`config.mk`:
```
export PLATFORM = sky130hd
export DESIGN_NAME = msrv32_pipe_skid_reg_flat
export DESIGN_NICKNAME = d
export VERILOG_FILES = /design/src/rtl/msrv32_pipe_skid_reg_if.sv /design/src/rtl/msrv32_pipe_skid_reg.sv /design/src/flat_wrapper.sv
export SDC_FILE = /design/constraint.sdc
export NUM_CORES = 1
export LEC_CHECK = 0
export BUFFER_PORTS_ARGS = -buffer_cell sky130_fd_sc_hd__buf_2
export CORE_MARGIN = 2
export CORE_UTILIZATION = 56
export CTS_CLUSTER_SIZE = 28
export DETAILED_ROUTE_END_ITERATION = 16
export PLACE_DENSITY = 0.86
export SLEW_MARGIN = 5
export SYNTH_ARGS = -nofsm -noshare
export SYNTH_HDL_FRONTEND = slang
export SYNTH_SLANG_ARGS = --single-unit
```
`constraint.sdc`:
```
create_clock -name clk_in -period 15.9 [get_ports clk_in]
set_input_delay 0 -clock clk_in [delete_from_list [all_inputs] [get_ports clk_in]]
set_output_delay 0 -clock clk_in [all_outputs]
set_load 0.02 [all_outputs]
```
`src/rtl/msrv32_pipe_skid_reg_if.sv`:
```
// Handshake bundle around one pipeline skid register: upstream offer/ready and downstream payload/ready.
// The slave modport is the register's view; the master modport is the surrounding pipeline's view.
interface msrv32_pipe_skid_reg_if #(
    parameter int DATA_W = 32,
    parameter int CTRL_W = 16
);
    logic              in_valid_in;
    logic              in_ready_out;
    logic [DATA_W-1:0] in_data_in;
    logic [CTRL_W-1:0] in_ctrl_in;
    logic              out_valid_out;
    logic              out_ready_in;
    logic [DATA_W-1:0] out_data_out;
    logic [CTRL_W-1:0] out_ctrl_out;

    modport slave (
        input  in_valid_in,
        input  in_data_in,
        input  in_ctrl_in,
        input  out_ready_in,
        output in_ready_out,
        output out_valid_out,
        output out_data_out,
        output out_ctrl_out
    );

    modport master (
        output in_valid_in,
        output in_data_in,
        output in_ctrl_in,
        output out_ready_in,
        input  in_ready_out,
        input  out_valid_out,
        input  out_data_out,
        input  out_ctrl_out
    );
endinterface

```
`src/rtl/msrv32_pipe_skid_reg.sv`:
```
// Two-entry pipeline skid register (main + skid); MSRV32_PIPE_STALL_CNT_EN adds a downstream-stall counter.
// Latency: 1 cycle accept-to-valid, full throughput while downstream is ready.
// Backpressure: in_ready_out is registered (low only when FULL), so no ready path crosses the stage.
module msrv32_pipe_skid_reg #(
    parameter int DATA_W = 32,
    parameter int CTRL_W = 16
) (
    input  logic                  clk_in,
    input  logic                  reset_n_in,
    input  logic                  flush_in,
    msrv32_pipe_skid_reg_if.slave bus,
    output logic [1:0]            occupancy_out
`ifdef MSRV32_PIPE_STALL_CNT_EN
    ,
    output logic [31:0]           stall_cnt_out
`endif
);

    typedef enum logic [1:0] {
        EMPTY = 2'd0,
        ONE   = 2'd1,
        FULL  = 2'd2
    } state_t;

    state_t            state_q, state_d;
    logic              main_vld_q, skid_vld_q, in_rdy_q;
    logic [DATA_W-1:0] main_data_q, skid_data_q;
    logic [CTRL_W-1:0] main_ctrl_q, skid_ctrl_q;

    logic accept, take;
    logic ld_main_in, ld_main_skid, ld_skid;

    assign accept = bus.in_valid_in & in_rdy_q;
    assign take   = main_vld_q & bus.out_ready_in;

    always_comb begin
        state_d      = state_q;
        ld_main_in   = 1'b0;
        ld_main_skid = 1'b0;
        ld_skid      = 1'b0;
        case (state_q)
            EMPTY: begin
                if (accept) begin
                    state_d    = ONE;
                    ld_main_in = 1'b1;
                end
            end
            ONE: begin
                if (accept && take) begin
                    ld_main_in = 1'b1;
                end else if (accept) begin
                    state_d = FULL;
                    ld_skid = 1'b1;
                end else if (take) begin
                    state_d = EMPTY;
                end
            end
            FULL: begin
                if (take) begin
                    state_d      = ONE;
                    ld_main_skid = 1'b1;
                end
            end
            default: state_d = EMPTY;
        endcase
        // Flush wins; suppressing the loads also keeps out_data_out frozen on the bubble.
        if (flush_in) begin
            state_d      = EMPTY;
            ld_main_in   = 1'b0;
            ld_main_skid = 1'b0;
            ld_skid      = 1'b0;
        end
    end

    always_ff @(posedge clk_in or negedge reset_n_in) begin
        if (!reset_n_in) begin
            state_q    <= EMPTY;
            main_vld_q <= 1'b0;
            skid_vld_q <= 1'b0;
            in_rdy_q   <= 1'b0;
        end else begin
            state_q    <= state_d;
            main_vld_q <= (state_d != EMPTY);
            skid_vld_q <= (state_d == FULL);
            in_rdy_q   <= (state_d != FULL);
        end
    end

    // Payload flops carry no reset; the valid bits alone qualify them.
    always_ff @(posedge clk_in) begin
        if (ld_main_in) begin
            main_data_q <= bus.in_data_in;
            main_ctrl_q <= bus.in_ctrl_in;
        end else if (ld_main_skid) begin
            main_data_q <= skid_data_q;
            main_ctrl_q <= skid_ctrl_q;
        end
        if (ld_skid) begin
            skid_data_q <= bus.in_data_in;
            skid_ctrl_q <= bus.in_ctrl_in;
        end
    end

    assign bus.in_ready_out  = in_rdy_q;
    assign bus.out_valid_out = main_vld_q;
    assign bus.out_data_out  = main_data_q;
    assign bus.out_ctrl_out  = main_vld_q ? main_ctrl_q : '0;
    assign occupancy_out     = {skid_vld_q, main_vld_q & ~skid_vld_q};

`ifdef MSRV32_PIPE_STALL_CNT_EN
    logic [31:0] stall_cnt_q;

    // Survives flush on purpose: it measures downstream back-pressure over the whole run.
    always_ff @(posedge clk_in or negedge reset_n_in) begin
        if (!reset_n_in) begin
            stall_cnt_q <= '0;
        end else if (main_vld_q && !bus.out_ready_in && (stall_cnt_q != 32'hFFFF_FFFF)) begin
            stall_cnt_q <= stall_cnt_q + 32'd1;
        end
    end

    assign stall_cnt_out = stall_cnt_q;
`endif

endmodule
```
`src/flat_wrapper.sv`:
```
// flat-port wrapper written by rule: the top's interface ports become plain ports
module msrv32_pipe_skid_reg_flat 
#(
    parameter int DATA_W = 32,
    parameter int CTRL_W = 16
)
  (clk_in, reset_n_in, flush_in, occupancy_out, bus_in_valid_in, bus_in_data_in, bus_in_ctrl_in, bus_out_ready_in, bus_in_ready_out, bus_out_valid_out, bus_out_data_out, bus_out_ctrl_out);
  msrv32_pipe_skid_reg_if #(.DATA_W(DATA_W), .CTRL_W(CTRL_W)) bus_i ();
  input  logic clk_in;
  input  logic reset_n_in;
  input  logic flush_in;
  output logic [1:0] occupancy_out;
  input wire logic [$bits(bus_i.in_valid_in)-1:0] bus_in_valid_in;
  input wire logic [$bits(bus_i.in_data_in)-1:0] bus_in_data_in;
  input wire logic [$bits(bus_i.in_ctrl_in)-1:0] bus_in_ctrl_in;
  input wire logic [$bits(bus_i.out_ready_in)-1:0] bus_out_ready_in;
  output wire logic [$bits(bus_i.in_ready_out)-1:0] bus_in_ready_out;
  output wire logic [$bits(bus_i.out_valid_out)-1:0] bus_out_valid_out;
  output wire logic [$bits(bus_i.out_data_out)-1:0] bus_out_data_out;
  output wire logic [$bits(bus_i.out_ctrl_out)-1:0] bus_out_ctrl_out;
  assign bus_i.in_valid_in = bus_in_valid_in;
  assign bus_i.in_data_in = bus_in_data_in;
  assign bus_i.in_ctrl_in = bus_in_ctrl_in;
  assign bus_i.out_ready_in = bus_out_ready_in;
  assign bus_in_ready_out = bus_i.in_ready_out;
  assign bus_out_valid_out = bus_i.out_valid_out;
  assign bus_out_data_out = bus_i.out_data_out;
  assign bus_out_ctrl_out = bus_i.out_ctrl_out;
  msrv32_pipe_skid_reg #(.DATA_W(DATA_W), .CTRL_W(CTRL_W)) u_core (.clk_in(clk_in), .reset_n_in(reset_n_in), .flush_in(flush_in), .bus(bus_i), .occupancy_out(occupancy_out));
endmodule
```
==> reports/summary.txt <==
number of hold-repair buffers added at the cts stage = 52
critical path class = reg2reg
number of global-route vias before repair = 2331
upper clock frequency limit = 0.340 GHz
cells traversed along the worst timing path = nand2_1, mux2_2, o31ai_4, buf_4
adder-cell share of the synthesized area = 0%
most crowded layer after global routing = met2
number of enable-type register cells in the synthesized netlist = 96
Crit path buffers/inverters = 1
Final setup viols = 0
post-layout total power = 566 µW
# clock sinks = 101
Combinational Power Share = 13.7%
Hold/Removal Path Class = in2reg
share of total power in sequential cells = 55.6%
maximum clock insertion buffer count = 2
main combinational cell family by area after synthesis = multiplexers
leading cell type in the layout, fill and taps excluded = sky130_fd_sc_hd__buf_2
routed length per placed instance = 16.6 µm
leading cell types in the layout, fill and taps excluded = 104 x sky130_fd_sc_hd__buf_2, 96 x sky130_fd_sc_hd__edfxtp_1, 52 x sky130_fd_sc_hd__dlygate4sd3_1, 29 x sky130_fd_sc_hd__mux2_2, 20 x sky130_fd_sc_hd__mux2_4
# rows = 30
effective utilization at floorplan = 57.8%
Worst path max stage delay = 0.88 ns
Clk pin slew, worst setup/hold paths = 0.08 ns
final clock skew = 0.0121 ns
antenna viol nets, final = 0
GRT met1 Usage = 24.7%
multiplexer share of the synthesized area = 16.0%
count of boundary I/O pins = 105
post-route cell area = 5290 µm²
DRT Pass-1 Iters = 4
startpoint type of the worst setup path = flip-flop
relative slew slack = 26.4%
Placeable Area = 6790 µm²
die height = 87.7 µm
kind of cell adding the most delay to the critical path = compound AO/OA/AOI/OAI gates
placement-stage cell area = 4550 µm²
Total Routed Length = 7.58 mm
number of warning messages in the yosys log = 0
leakage dissipation = 2.11 nW
result of the run = complete, no violations
fraction of the mapped netlist area in compound gates = 1.37%
netlist area before placement = 3930 µm²
clk root buf = sky130_fd_sc_hd__clkbuf_8
proportion of total power due to net switching = 23.2%
ys flop type = sky130_fd_sc_hd__edfxtp_1
Worst EP required = 15.92 ns
maximum fanout encountered on the critical timing path = 26
Seq/Total Area, Yosys = 76.6%
maximum VDD drop = 103 µV
clk_lat worst skew = 0.36 ns
setup total negative slack = 0 ns
Cells after Synth = 193
total via count after detailed routing = 2259
Placer Congestion = 0.779
Internal Pwr Total = 435 µW
slowest stage cell on the critical path = sky130_fd_sc_hd__o31ai_4
clock tree from TritonCTS = done
number of filler instances in the final layout = 411
ant diodes = 0
share of the core filled with cells = 77.8%
Period Utilization, post-route = 18.5%
fraction of met2 tracks used by global routing = 35.0%
Resize count post-CTS = 0
htree depth = 3
total gr overflow = 0
Post-Synth XOR/XNOR Area = 0%
first-pass GRT wire length = 11.6 mm
largest net degree at the start of global routing = 49
clock power share = 30.7%
total number of nets in the final design = 408
count of distinct cell types in the synthesized netlist = 24
CTS buffer count = 9
flop and latch count out of synthesis = 101
setup repair after global routing missed its margin = false
DR DRC count = 0
Post-Synthesis Net Count = 246
worst path arrival time = 2.96 ns
die outline width = 87.7 µm
Mean Syn Cell Area = 20.3 µm²
overall fraction of global-route tracks in use = 20.6%
area fraction in and, or, nand and nor cells after synthesis = 4.59%
switching component of the power = 131 µW
power density normalized to cell area = 107 nW/µm²
DRT iter0 DRCs = 137
area enclosed by the die boundary = 7700 µm²
met3 routing resource usage after global routing = 4.71%
Port Buffers = 104
Hold Fails Final Rpt = 0
synthesis-to-layout area growth = 34.6%
placed insts = 388
filler-free cell count of the finished design = 456
total of max-cap violations = 0
type of element capturing the critical path = flip-flop
detailed placer's ending HPWL = 4.45 mm
fraction of registers with async set or reset after synthesis = 4.95%
vias per inst = 4.95
minimum clock period after layout = 2.94 ns
setup bufs post-CTS = 0
ratio of cells with drive above 1 in the final layout = 48.9%
initial antenna violation count = 0
max-slew violation total from the final report = 0
actual transition at the worst max-transition pin = 1.10 ns
==> worst paths after layout <==
| kind | to | cells past startpoint | startpoint | slack [ns] |
|---|---|---|---|---|
| hold reg to reg | u_core.main_ctrl_q[8] | 1 | u_core.skid_ctrl_q[8] | 0.55 |
| setup / recovery | u_core.bus.out_data_out[15] | 4 | u_core.bus.out_valid_out | 12.96 |
| setup reg to reg | u_core.bus.out_data_out[15] | 4 | u_core.bus.out_valid_out | 12.96 |
| max in group asynchronous | u_core.bus.in_ready_out | 3 | reset_n_in | 15.14 |
| hold / removal | u_core.state_q[0] | 4 | bus_in_valid_in | 0.03 |
| min in group asynchronous | u_core.bus.out_valid_out | 3 | reset_n_in | 0.56 |
==> per-layer routing <==
metal / up-vias / part of all wire, %
met5: - / 0
met3: 18 / 4.4
met4: 0 / 3.0
met2: 69 / 53
met1: 1104 / 40
li1: 1068 / -
==> cells by family after synthesis <==
family                 Yosys count
buffers and inverters            8
DFF                            101
muxes                           49
and+or+nand+nor                 28
AOI/OAI and AO/OA                7
==> worst min-delay path, delay by kind of cell <==
kind / cells / cell delay, ns
buffers and inverters: 1 / 0.08
and+or+nand+nor: 3 / 0.27
==> synth_stat cells (2+ instances only) <==
library cell / number / area (µm²)
sky130_fd_sc_hd__edfxtp_1: 96 / 2880
sky130_fd_sc_hd__mux2_2: 29 / 327
sky130_fd_sc_hd__mux2_4: 20 / 300
sky130_fd_sc_hd__and2_1: 16 / 100
sky130_fd_sc_hd__dfrtp_1: 5 / 125
sky130_fd_sc_hd__buf_6: 3 / 33.8
sky130_fd_sc_hd__nand2_1: 3 / 11.3
sky130_fd_sc_hd__a21boi_0: 2 / 15.0
sky130_fd_sc_hd__buf_2: 2 / 10.0
sky130_fd_sc_hd__clkbuf_1: 2 / 7.51
sky130_fd_sc_hd__nor2b_1: 2 / 12.5
==> registers in the layout (all words and copies together) (netlist names) <==
name and cells:
u_core.skid_vld_q 1, u_core.bus.out_valid_out 1, u_core.skid_data_q 32, u_core.main_ctrl_q 16
u_core.skid_ctrl_q 16, u_core.bus.in_ready_out 1, u_core.bus.out_data_out 32, u_core.state_q 2
==> metrics by stage <==
stage | hold WS (ns) | setup WS, ns
after global routing | 0.0584 | 12.75
after global placement | -0.183 | 13.05
after detailed placement | -0.179 | 12.91
final | 0.0323 | 12.96
after CTS | 0.0139 | 12.91
after floorplan | -0.296 | 10.72
==> cell type report <==
type                       instances  area, µm²  share of cell area, %
clock buffer                      10        128                   2.41
clock inverter                     6       86.3                   1.63
multi-input combinational         84        882                   16.7
sequential                       101       3010                   56.9
tap                               96        120                   2.27
timing repair buffer             159       1060                   20.1
==> power groups by stage <==
stage	sequential, mW	clock (mW)	combinational (mW)
final	0.315	0.174	0.0775
after floorplan	0.329	0	0.0361
after global placement	0.320	0	0.0653
after detailed placement	0.321	0	0.0670
after global routing	0.317	0.189	0.0827
after CTS	0.315	0.176	0.0773
No activity file was read; power rests on OpenSTA's default activity.
